==> config.mk <==
export PLATFORM = sky130hd
export DESIGN_NAME = cal_period_meas
export DESIGN_NICKNAME = d
export VERILOG_FILES = /design/src/rtl/cal_period_meas.sv
export SDC_FILE = /design/constraint.sdc
export NUM_CORES = 1
export LEC_CHECK = 0
export BUFFER_PORTS_ARGS = -buffer_cell sky130_fd_sc_hd__buf_2
export CAP_MARGIN = 0
export CORE_ASPECT_RATIO = 1.2
export CORE_MARGIN = 4
export CORE_UTILIZATION = 55
export DETAILED_ROUTE_END_ITERATION = 16
export GPL_TIMING_DRIVEN = 0
export PLACE_DENSITY_LB_ADDON = 0.2
export SYNTH_ARGS = -nofsm -noshare
export SYNTH_HDL_FRONTEND = slang
export SYNTH_SLANG_ARGS = --single-unit
==> constraint.sdc <==
create_clock -name clk_dds -period 3.1 [get_ports clk_dds]
set_input_delay 0.62 -clock clk_dds [delete_from_list [all_inputs] [get_ports clk_dds]]
set_output_delay 0.62 -clock clk_dds [all_outputs]
set_load 0.01 [all_outputs]
==> src/rtl/cal_period_meas.sv <==
// Calibration half-period meter: counts clk_dds cycles between cal_in edges,
// sums NUM_HALF half-periods and compares the total with the expected divider setting.
module cal_period_meas #(
    parameter int unsigned CNT_W    = 16,
    parameter int unsigned NUM_HALF = 8,
    parameter int unsigned TIMEOUT  = 4096
) (
    input  logic             clk_dds,
    input  logic             rst_n,
    input  logic             meas_start,
    input  logic             cal_in,
    input  logic [5:0]       exp_para,
    output logic             busy,
    output logic             meas_done,
    output logic [CNT_W-1:0] meas_sum,
    output logic [CNT_W-1:0] hp_last,
    output logic             match,
    output logic             timeout
);

    localparam int unsigned HC_W  = 8;
    localparam int unsigned EXP_W = 6;

    typedef enum logic [1:0] {
        ST_IDLE,
        ST_ARM,
        ST_MEAS,
        ST_FAULT
    } state_e;

    state_e             state_q, state_d;
    logic [2:0]         sync_q;
    logic [CNT_W-1:0]   cnt_q, cnt_d;
    logic [CNT_W-1:0]   sum_acc_q, sum_acc_d;
    logic [HC_W-1:0]    half_cnt_q, half_cnt_d;
    logic [EXP_W-1:0]   exp_q, exp_d;
    logic [CNT_W-1:0]   meas_sum_q, meas_sum_d;
    logic [CNT_W-1:0]   hp_last_q, hp_last_d;
    logic               match_q, match_d;
    logic               done_q, done_d;
    logic               busy_q, busy_d;
    logic               timeout_q, timeout_d;

    logic               edge_pulse;
    logic [CNT_W-1:0]   sum_edge;
    logic [CNT_W-1:0]   exp_total;
    logic [HC_W-1:0]    half_next;

    // Double-flop synchroniser plus one delay stage for any-edge detection
    always_ff @(posedge clk_dds or negedge rst_n) begin
        if (!rst_n) sync_q <= '0;
        else        sync_q <= {sync_q[1:0], cal_in};
    end

    assign edge_pulse = sync_q[1] ^ sync_q[2];

    always_ff @(posedge clk_dds or negedge rst_n) begin
        if (!rst_n) begin
            state_q    <= ST_IDLE;
            cnt_q      <= '0;
            sum_acc_q  <= '0;
            half_cnt_q <= '0;
            exp_q      <= '0;
            meas_sum_q <= '0;
            hp_last_q  <= '0;
            match_q    <= 1'b0;
            done_q     <= 1'b0;
            busy_q     <= 1'b0;
            timeout_q  <= 1'b0;
        end else begin
            state_q    <= state_d;
            cnt_q      <= cnt_d;
            sum_acc_q  <= sum_acc_d;
            half_cnt_q <= half_cnt_d;
            exp_q      <= exp_d;
            meas_sum_q <= meas_sum_d;
            hp_last_q  <= hp_last_d;
            match_q    <= match_d;
            done_q     <= done_d;
            busy_q     <= busy_d;
            timeout_q  <= timeout_d;
        end
    end

    always_comb begin
        state_d    = state_q;
        cnt_d      = cnt_q;
        sum_acc_d  = sum_acc_q;
        half_cnt_d = half_cnt_q;
        exp_d      = exp_q;
        meas_sum_d = meas_sum_q;
        hp_last_d  = hp_last_q;
        match_d    = match_q;
        done_d     = 1'b0;
        sum_edge   = sum_acc_q + cnt_q;
        exp_total  = CNT_W'(exp_q) * CNT_W'(NUM_HALF);
        half_next  = half_cnt_q + HC_W'(1);

        case (state_q)
            ST_IDLE: begin
                cnt_d      = '0;
                sum_acc_d  = '0;
                half_cnt_d = '0;
                if (meas_start) begin
                    exp_d   = exp_para;
                    state_d = ST_ARM;
                end
            end
            ST_ARM: begin
                // First edge only aligns the measurement; the partial period is dropped
                if (edge_pulse) begin
                    cnt_d      = CNT_W'(1);
                    sum_acc_d  = '0;
                    half_cnt_d = '0;
                    state_d    = ST_MEAS;
                end else if (cnt_q == CNT_W'(TIMEOUT)) begin
                    state_d = ST_FAULT;
                end else begin
                    cnt_d = cnt_q + CNT_W'(1);
                end
            end
            ST_MEAS: begin
                if (edge_pulse) begin
                    sum_acc_d  = sum_edge;
                    hp_last_d  = cnt_q;
                    half_cnt_d = half_next;
                    cnt_d      = CNT_W'(1);
                    // Closing edge doubles as the opening edge of the next result
                    if (half_next == HC_W'(NUM_HALF)) begin
                        meas_sum_d = sum_edge;
                        match_d    = (sum_edge == exp_total);
                        done_d     = 1'b1;
                        sum_acc_d  = '0;
                        half_cnt_d = '0;
                    end
                end else if (cnt_q == CNT_W'(TIMEOUT)) begin
                    state_d = ST_FAULT;
                end else begin
                    cnt_d = cnt_q + CNT_W'(1);
                end
            end
            ST_FAULT: begin
                state_d = ST_FAULT;
            end
            default: begin
                state_d = ST_IDLE;
            end
        endcase

        // Dropping the enable overrides everything, including a closing edge
        if (!meas_start) begin
            state_d    = ST_IDLE;
            cnt_d      = '0;
            sum_acc_d  = '0;
            half_cnt_d = '0;
            exp_d      = exp_q;
            meas_sum_d = meas_sum_q;
            hp_last_d  = hp_last_q;
            match_d    = match_q;
            done_d     = 1'b0;
        end

        busy_d    = (state_d == ST_ARM) || (state_d == ST_MEAS);
        timeout_d = (state_d == ST_FAULT);
    end

    assign busy      = busy_q;
    assign meas_done = done_q;
    assign meas_sum  = meas_sum_q;
    assign hp_last   = hp_last_q;
    assign match     = match_q;
    assign timeout   = timeout_q;

endmodule

; After elaboration in Yosys (flattened, before gate mapping)
; Cells that the tools add are included.
[op_classes]
n_addsub = 3
eq_ne = 14
n_mux = 23
bitwise_logic = 1
reduce_logical = 8
[op_table]
columns = operator, count
row1 = 16-bit two-way mux, 7
row2 = 16-bit one-hot mux with 3 select lines, 1
row3 = 8-bit two-way mux, 4
row4 = 16-bit one-hot mux with 2 select lines, 1
row5 = 8-bit one-hot mux with 3 select lines, 1
row6 = 16-bit by 1-bit adder with 16-bit output (second input constant), 1
row7 = 16-bit adder, 1
row8 = 16-bit by 13-bit == test with 1-bit output (second input constant), 1
row9 = 16-bit by 9-bit == test with 1-bit output, 1
row10 = 8-bit by 1-bit adder with 8-bit output (second input constant), 1
row11 = 2-bit == test (second input constant), 4
row12 = 8-bit by 4-bit == test with 1-bit output (second input constant), 1
row13 = 2-bit two-way mux, 4
row14 = 2-bit one-hot mux with 4 select lines, 1
row15 = 3-bit != test (second input constant), 2
row16 = 3-bit AND reduction, 2
row17 = 2-bit by 1-bit == test with 1-bit output (second input constant), 2
row18 = 1-bit two-way mux, 4
row19 = 4-bit by 1-bit != test with 1-bit output (second input constant), 1
row20 = 4-bit != test (second input constant), 1
row21 = 2-bit AND reduction, 2
row22 = 4-bit AND reduction, 1
row23 = 3-bit by 2-bit != test with 1-bit output (second input constant), 1
row24 = 2-bit logical NOT, 1
row25 = other kinds (3), 3
[totals]
register_bits = 87
in_bits = 10
output_inout_bits = 36
word_cells = 61

; Logic depth before layout (Yosys ltp)
; Gate-level depths: netlist of run 1.
[logic_depth]
ltp_word = 7
ltp_mapped = 10
ltp_nobuf = 9

; Worst setup path before layout of run 1
; Ideal clock, no wire load.
[synth_path]
path_kind = register -> register
start = register cnt_q[0]
end = register match_q, in the netlist match
setup_time_ns = 0.121
arrival_ns = 2.278
required_ns = 2.979
setup_slack_ns = 0.701
path_stages_with_launch = 10
path_buffers = 0
period_less_slack_ns = 2.399
path_cell_list = dfrtp_1 > ha_1 > fa_1 > a211o_1 > a21o_1 > a21oi_1 > o21a_1 > xor3_1 > nand4_1 > o21ai_1
[synth_between]
elab_chain_len = 2
[synth_rtl]
columns = element, line_no
row1 = "start, declared", 33  ; logic [CNT_W-1:0] cnt_q, cnt_d;
row2 = "start signal, assigned", 72  ; cnt_q <= cnt_d;
row3 = 16-bit adder, 95  ; sum_edge = sum_acc_q + cnt_q;
row4 = 16-bit by 9-bit == test with 1-bit output, 131  ; match_d = (sum_edge == exp_total);
row5 = "end signal, assigned", 78  ; match_q <= match_d;
row6 = "end, declared", 39  ; logic match_q, match_d;
; Every way passes these cells.
; A chain may end at the register's enable or synchronous reset.

; Final worst setup path of run 1
; Same ends and word-level chain as after synthesis.

==> results summary, run 1 <==
The reg-to-reg critical path endpoint is match$_DFFE_PN0P_. After clock tree synthesis, the flow added hold-fix buffers numbering 0. The final-report hold violation count came out at 0. The cell row count is 36. The average instance in the mapped netlist occupies slightly above 10 um2. Once detail routing completed, the nets flagged for antenna violations numbered 0. The residual DRC count came out at 0. The number of max-slew violations in the final report is 0. The most used flip-flop cell after synthesis is sky130_fd_sc_hd__dfrtp_1. The post-synthesis to final-layout area growth came out at 13.4%. Summing all placed instances gives a cell area of approximately 5000 um2. The critical path contains buffers and inverters numbering 0 combined. The final standard cell area without fillers came out at around 5300 um2. In the layout the commonest cells are sky130_fd_sc_hd__dfrtp_1 (87), sky130_fd_sc_hd__buf_2 (52), sky130_fd_sc_hd__nand2_1 (46).

In this run, the clock network consumes 39.7% of the power. The post-route minimum period is between 2000 and 3000 ps. The initial detailed-routing violation count came out at between 200 and 250. The antenna diode count came out at 0. The detailed-placement wirelength estimate is slightly above 8000 um. For the pin with the worst max-slew slack, the measured transition is 748 ps. The signal on the critical path passes through ha_1 > fa_1 > xor2_1 > or3_1 > nor4_2 > o41ai_1 > nor4_1 > nand4b_1 > o21ai_1. STA classifies the critical path startpoint as a flop. The effective utilization at floorplan is between 50% and 60%. The slowest stage of the critical path belongs to the cell sky130_fd_sc_hd__dfrtp_1. Across every metal layer, demand over resource in global routing totals about a quarter.

The summed instance area of the synthesized netlist is around 4700 um2. The number of fill cells in the layout is 700. Per report_power, the combinational group accounts for about 8% of the total. The global-route wire length before repair is around 19000 um. The fraction of the core area covered by cells at the end of the flow came out at approximately two thirds.

The worst setup path is captured at a flop. Setup repair after global routing left no endpoint under its margin. The maximum clock insertion buffer count is 2. The share of the synthesized area in the top cell type came out at a little under half. The number of flip-flops and latches in the synthesized netlist came out at between 80 and 90.

The setup violation total in the final timing report came out at 0. The register area share after synthesis came out at between 40% and 50%. The count of input and output buffers is 45.

The total overflow reported by the global router is 0. IR analysis of the VDD net gives a maximum drop of 0.254 mV. The kind of critical path is flop to flop.

The static leakage came out at roughly 2.6 nW. Summing all multi-input logic gate instances after layout gives around 2400 um2. STA puts the critical path data required time at 3390 ps. The worst reg-to-reg path cell count came out at 9. Entering global routing, the biggest net connects 50 pins. The fmax came out at ~350 MHz. Yosys attributes the largest share of cell area to sky130_fd_sc_hd__dfrtp_1 (46%), sky130_fd_sc_hd__mux2_2 (7.0%), sky130_fd_sc_hd__ha_1 (6.4%). The later pin in the worst-skew pair is clocked with a latency of roughly 360 ps. The share of final-layout standard cells stronger than drive strength 1 came out at roughly a fifth. The die area came out at slightly above 10000 um2. The routed layout has 3721 vias. The flow ran to the end, and the final reports show no timing, DRC or antenna violations.

The clock root buffer master is sky130_fd_sc_hd__clkbuf_8. TritonCTS built the clock tree. The tree built by TritonCTS fans out to 87 sinks. The boundary pin count is 46. The level count of the clock H-tree is 3. The total power divided by cell area came out at approximately 420 nW/um2. The number of nets handed over by synthesis was a little under 500. The share of total power consumed by net switching came out at between 20% and 30%. The cell internal power dissipation is between 1.5 and 2 mW. The sum of routed wire length over all layers is 10900 um. The final net count is 544. The number of global-route vias before repair was 3713.

The worst hold path belongs to the class primary input to async pin. The total negative slack is 0 ps. In the final routed layout, each cell accounts on average for roughly 17 um.

The die boundary height is around 110 um. Leaving out fill and tap cells, the most frequent cell in the layout is sky130_fd_sc_hd__dfrtp_1. The max-slew headroom at the worst pin came out at a little under 50%.

The startpoint identified for the worst register-to-register timing path is cnt_q[0]$_DFFE_PN0P_. The post-CTS setup-driven buffer insertion count came out at 0. Data arrives at the worst endpoint at 3140 ps. The cell family contributing the most delay on the critical path is simple AND/OR/NAND/NOR gates. The number of antenna violations at the first check in global routing came to 0. The congestion estimate from routability-driven global placement came to ~0.87. After technology mapping, the gate count stands at approximately 450.

The area taken by flip-flops and latches came out at 2180 um2. The sequential fraction of design power came out at a little over half. The warning count from the yosys run is 0. The clock edge transition at the registers on the reported setup and hold paths is around 90 ps.

The switching component of the power is between 500 and 600 uW. The biggest area contributor in the post-synthesis netlist is sky130_fd_sc_hd__dfrtp_1. For the final database, setup skew stands at 14.1 ps.

Counting flops with a built-in enable in the synthesized netlist gives 0. The worst-case register-to-register setup slack is 250 ps. The maximum fanout along the worst path came out at 6. For this run, asynchronously set or reset flops after synthesis account for 100%.

The number of clock buffers inserted by TritonCTS is 9. The share of the cycle needed by the critical path after routing came out at roughly nine tenths. The total of max-cap violations is 0. The total core area came out at slightly above 8000 um2. The largest stage delay on the critical path came out at roughly 450 ps. The total power of the final layout came out at 2.26 mW. The number of search-and-repair iterations in the first detailed-routing pass came out at 4.

The number of distinct library cell variants in the gate-level netlist after synthesis is between 60 and 70. In the routed layout, each cell is associated on average with a via count of approximately 5.9. The die is 92.3 um wide.
[logic make-up (layout without fill, tap and decap cells)]
logic type                 Yosys count  after routing  synth area share [%]
adders and majority gates           25             25                  6.83
DFF                                 87             87                  46.4
AOI/OAI and AO/OA                  110            110                  16.2
muxes                               33             33                  7.82
buffers and inverters               26             88                  2.29
xor gates and xnor gates            26             26                  5.18
and+or+nand+nor                    145            145                  15.2
[worst max path at each step]
stage                                     from           endpoint  slack [ps]  cells after the start
after global placement    cnt_q[0]$_DFFE_PN0P_  match$_DFFE_PN0P_         250                      9
after CTS                 cnt_q[0]$_DFFE_PN0P_  match$_DFFE_PN0P_         180                      9
after detailed placement  cnt_q[0]$_DFFE_PN0P_  match$_DFFE_PN0P_         230                      9
after global routing      cnt_q[0]$_DFFE_PN0P_  match$_DFFE_PN0P_          20                      9
final                     cnt_q[0]$_DFFE_PN0P_  match$_DFFE_PN0P_         250                      9
after floorplan           cnt_q[0]$_DFFE_PN0P_  match$_DFFE_PN0P_         700                      9
[repair_timing]
action	in CTS	in global routing
hold endpoints to repair	0	0
gates resized for setup	0	1
endpoints found under the setup margin	0	1
[cell type report]
cell class / count / area share [%]
clock buffers: 11 / 2.66
flip-flops and latches: 87 / 41.0
plain buffers: 16 / 1.32
inverters: 10 / 0.706
clock inverters: 5 / 1.53
repair buffers: 46 / 4.80
well taps: 114 / 2.68
multi-input cells: 339 / 45.4
[synth_stat cells (2+ instances only)]
master                     instances
sky130_fd_sc_hd__a21o_1            8
sky130_fd_sc_hd__or3_1             4
sky130_fd_sc_hd__nor3_1            7
sky130_fd_sc_hd__nor4b_1           2
sky130_fd_sc_hd__nor2b_1           2
sky130_fd_sc_hd__dfrtp_1          87
sky130_fd_sc_hd__xnor2_1          12
sky130_fd_sc_hd__o21ai_1           2
sky130_fd_sc_hd__o211ai_1          3
sky130_fd_sc_hd__o21ai_0          34
sky130_fd_sc_hd__a22o_1           11
sky130_fd_sc_hd__nand4b_1          2
sky130_fd_sc_hd__mux2i_1           4
sky130_fd_sc_hd__buf_2             8
sky130_fd_sc_hd__nand2b_1          3
sky130_fd_sc_hd__o21a_1            8
sky130_fd_sc_hd__nand3_1          15
sky130_fd_sc_hd__ha_1             24
sky130_fd_sc_hd__a21oi_1          17
sky130_fd_sc_hd__mux2_2           29
sky130_fd_sc_hd__clkbuf_1          6
sky130_fd_sc_hd__a211oi_2          2
sky130_fd_sc_hd__buf_1             2
sky130_fd_sc_hd__a211o_1           3
sky130_fd_sc_hd__and2_1            3
sky130_fd_sc_hd__inv_1             9
sky130_fd_sc_hd__nor2_1           30
sky130_fd_sc_hd__a211oi_1          4
sky130_fd_sc_hd__and3_1            5
sky130_fd_sc_hd__xor2_1           13
sky130_fd_sc_hd__nor4_1            6
sky130_fd_sc_hd__and4_1            2
sky130_fd_sc_hd__nand2_1          46
sky130_fd_sc_hd__o22ai_1           2
sky130_fd_sc_hd__nand4_1          11
[per-stage QoR]
step	hold WS [ps]	setup WS [ps]	instances
after CTS	231	177	628
final	222	250	628
after detailed placement	336	231	612
after floorplan	324	701	452
after global placement	341	251	611
after global routing	246	21.5	628
[power by group through the flow]
stage | logic (mW) | clock network [mW] | registers (mW)
final | 0.181 | 0.895 | 1.18
after global routing | 0.205 | 0.970 | 1.18
after CTS | 0.183 | 0.911 | 1.18
after detailed placement | 0.181 | 0 | 1.20
after global placement | 0.171 | 0 | 1.20
after floorplan | 0.108 | 0 | 1.20
[registers in the layout, summed over array words and instances (netlist names), 2 cells and up]
signal      cells
half_cnt_q      8
exp_q           6
sum_acc_q      16
state_q         2
cnt_q          16
meas_sum       16
sync_q          3
hp_last        16
[routing by layer]
layer / vias up / track usage, % / routed length [um]
met5: - / 0 / 0
met4: 0 / 10.8 / 238
met3: 18 / 3.86 / 629
met2: 150 / 39.8 / 5480
met1: 1778 / 30.9 / 4560
li1: 1775 / - / -
(Power assumes the default switching activity.)
==> run 2, diff against run 1 <==
- CORE_MARGIN: 4 -> 2
- CTS_CLUSTER_SIZE: not set -> 25
- clock period: 3.1 -> 3.19 ns (I/O delays scaled with it)
==> results summary, run 2 (synthesis results as in run 1) <==
The total power of the final layout came to 2.09 mW (-7.3%). The final net count is 544 (unchanged). The total core area came out at 8200 um2 (unchanged).

The sequential fraction of design power came to 54.8% (+2.5 points). The die boundary height came out at 105 um (-3.7%). The nature of the critical path startpoint is a flop. The total power divided by cell area came to 396 nW/um2 (-6.6%). The share of total power consumed by net switching came out at 24.6% (+0.17 points). The count of hold buffers inserted by post-cts repair is 0 (unchanged). The share of final-layout standard cells stronger than drive strength 1 came out at 20.4% (-0.58 points). The sum of routed wire length over all layers came out at 10500 um (-3.3%). The clock edge transition at the registers on the reported setup and hold paths came to 90 ps (about the same). The number of antenna violations at the first check in global routing came out at 0 (unchanged). The post-route minimum period came out at 2840 ps (-13.3 ps). The fmax is 352 MHz (+0.47%). The CTS tree is done. The global router's overall resource usage came out at 24.5% (+0.62 points). The library cells used most frequently in the layout, excluding fill and tap cells, are sky130_fd_sc_hd__dfrtp_1 (87), sky130_fd_sc_hd__buf_2 (52), sky130_fd_sc_hd__nand2_1 (46). The number of search-and-repair iterations in the first detailed-routing pass was 5 (+1). The total negative slack came out at 0 ps (unchanged). The initial detailed-routing violation count came out at 188 (-9.6%). The number of global-route vias before repair came out at 3623 (-2.4%).

The level count of the clock H-tree is 3 (unchanged). The cell row count came to 36 (unchanged). The final routed wire length divided by cell count came out at 16.8 um (-3.3%). The effective utilization at floorplan is 57.2% (unchanged).

The worst voltage drop across the vdd grid was 0.259 mV (+2.2%). The startpoint identified for the worst register-to-register timing path is cnt_q[0]$_DFFE_PN0P_. The post-CTS setup-driven buffer insertion count came out at 0 (unchanged). The classification of the worst-slack hold path is primary input to async pin. The worst setup path is of the flop to flop kind. The global-route wire length before repair came out at 17600 um (-5.6%). The worst clock skew on the final layout came out at 11.6 ps (-2.52 ps). The detailed-placement wirelength estimate is 7790 um (-3.7%).

The clock sink count came to 87 (unchanged). The residual DRC count is 0 (unchanged). The part of the total power dissipated in the clock network came to 36.8% (-2.9 points).

The cell internal power dissipation came out at 1.58 mW (-7.5%). The boundary pin count was 46 (unchanged). The number of max-slew violations in the final report came to 0 (unchanged). The total of max-cap violations is 0 (unchanged). The share of the cycle needed by the critical path after routing came out at 88.9% (-3.0 points). Setup repair after global routing left no endpoint under its margin. The post-synthesis to final-layout area growth is 12.6%. The transition time of the tightest slew-check pin came out at 739 ps (-9.15 ps). The final-report hold violation count came out at 0 (unchanged). The fraction of the core area covered by cells at the end of the flow was 64.4% (-0.46 points).

The switching component of the power is 515 uW (-6.6%). The maximum fanout along the worst path is 6 (unchanged). The count of input and output buffers is 45 (unchanged). Leaving out fill and tap cells, the most frequent cell in the layout is sky130_fd_sc_hd__dfrtp_1. The worst setup path is captured at a flop. The number of antenna-violating nets in the routed design is 0 (unchanged).

The clock root buffer master is sky130_fd_sc_hd__clkbuf_8. The post-cts gate resize count came out at 0 (unchanged). The number of vias after detailed routing came out at 3676 (-1.2%).

The combinational group share of total power is 8.4% (+0.4 points). The detail-routed via count per cell came out at 5.85 (-1.2%). The flow ran to the end, and the final reports show no timing, DRC or antenna violations. The static leakage was 2.59 nW (-0.67%). The die area was 9280 um2 (-7.8%). The max-slew headroom at the worst pin is 50.4% (+0.78 points).

The x dimension of the die is 88.3 um (-4.3%). The maximum clock insertion buffer count is 2 (unchanged). The latest clock arrival within the worst-skew pair came out at 370 ps (about the same). The setup violation total in the final timing report came to 0 (unchanged). The reg-to-reg critical path endpoint is match$_DFFE_PN0P_. The critical path starts at cnt_q[0]$_DFFE_PN0P_. The data required time of the worst path is 3490 ps (+100 ps). The data arrival time of the critical path is 3130 ps (about the same). The total overflow reported by the global router was 0 (unchanged). The worst reg-to-reg path cell count is 9 (unchanged). The largest net degree at the start of global routing is 50 (unchanged). The final estimated routing congestion in global placement is 0.889 (+2.1%). The worst-case register-to-register setup slack is 350 ps (+100 ps).

The antenna diode count is 0 (unchanged). The number of clock buffers inserted by TritonCTS came to 9 (unchanged).
## run 2: cell count changes in the layout (fill, tap and decap cells not counted), sizes merged
cell	delta
bufinv	-1
clkinv	-1
clkbuf	+2
## run 2: worst max path at each step
stage / endpoint / slack [ps] / depth (start not counted)
final: match$_DFFE_PN0P_ / 350 / 9
after global routing: match$_DFFE_PN0P_ / 110 / 9
after CTS: match$_DFFE_PN0P_ / 340 / 9
after detailed placement: match$_DFFE_PN0P_ / 380 / 9
after global placement: match$_DFFE_PN0P_ / 380 / 9
after floorplan: match$_DFFE_PN0P_ / 790 / 9
## run 2: power by group through the flow
stage                     sequential [mW]  combinational [mW]  clock, mW
after CTS                            1.15               0.176      0.787
after floorplan                      1.17               0.105          0
final                                1.15               0.175      0.770
after global routing                 1.15               0.196      0.833
after global placement               1.17               0.165          0
after detailed placement             1.17               0.175          0
## run 2: critical path, stage by stage (launching register included)
cell and delay, ps:
sky130_fd_sc_hd__dfrtp_1 460, sky130_fd_sc_hd__ha_1 290, sky130_fd_sc_hd__fa_1 440, sky130_fd_sc_hd__a211oi_1 380, sky130_fd_sc_hd__nor4_1 180, sky130_fd_sc_hd__nor4_1 290, sky130_fd_sc_hd__o41ai_1 110, sky130_fd_sc_hd__nor4_1 330
sky130_fd_sc_hd__nand4b_1 160, sky130_fd_sc_hd__o21ai_1 140
## run 2: layout make-up
cell class	instances	area, um2
flip-flops and latches	87	2180
well taps	114	143
clock inverters	3	42.5
plain buffers	16	70.1
fillers	719	2920
clock buffers	13	149
repair buffers	46	255
inverters	10	37.5
multi-input cells	339	2400
## run 2: per-stage QoR
stage               hold WS, ps  worst slack (ps)  instances  area, um2
detailed placement          342               380        612       5090
CTS                         247               340        628       5280
global route                273               110        628       5280
finish                      237               353        628       5280
floorplan                   331               791        452       4690
global placement            342               383        611       5060
## run 2: metal layers
layer  GRT usage, %  vias up  part of all wire [%]
li1               -     1773                     -
met1           32.1     1792                    43
met2           40.5       96                    51
met3           4.50       15                   5.1
met4           8.33        0                   1.5
met5              0        -                     0
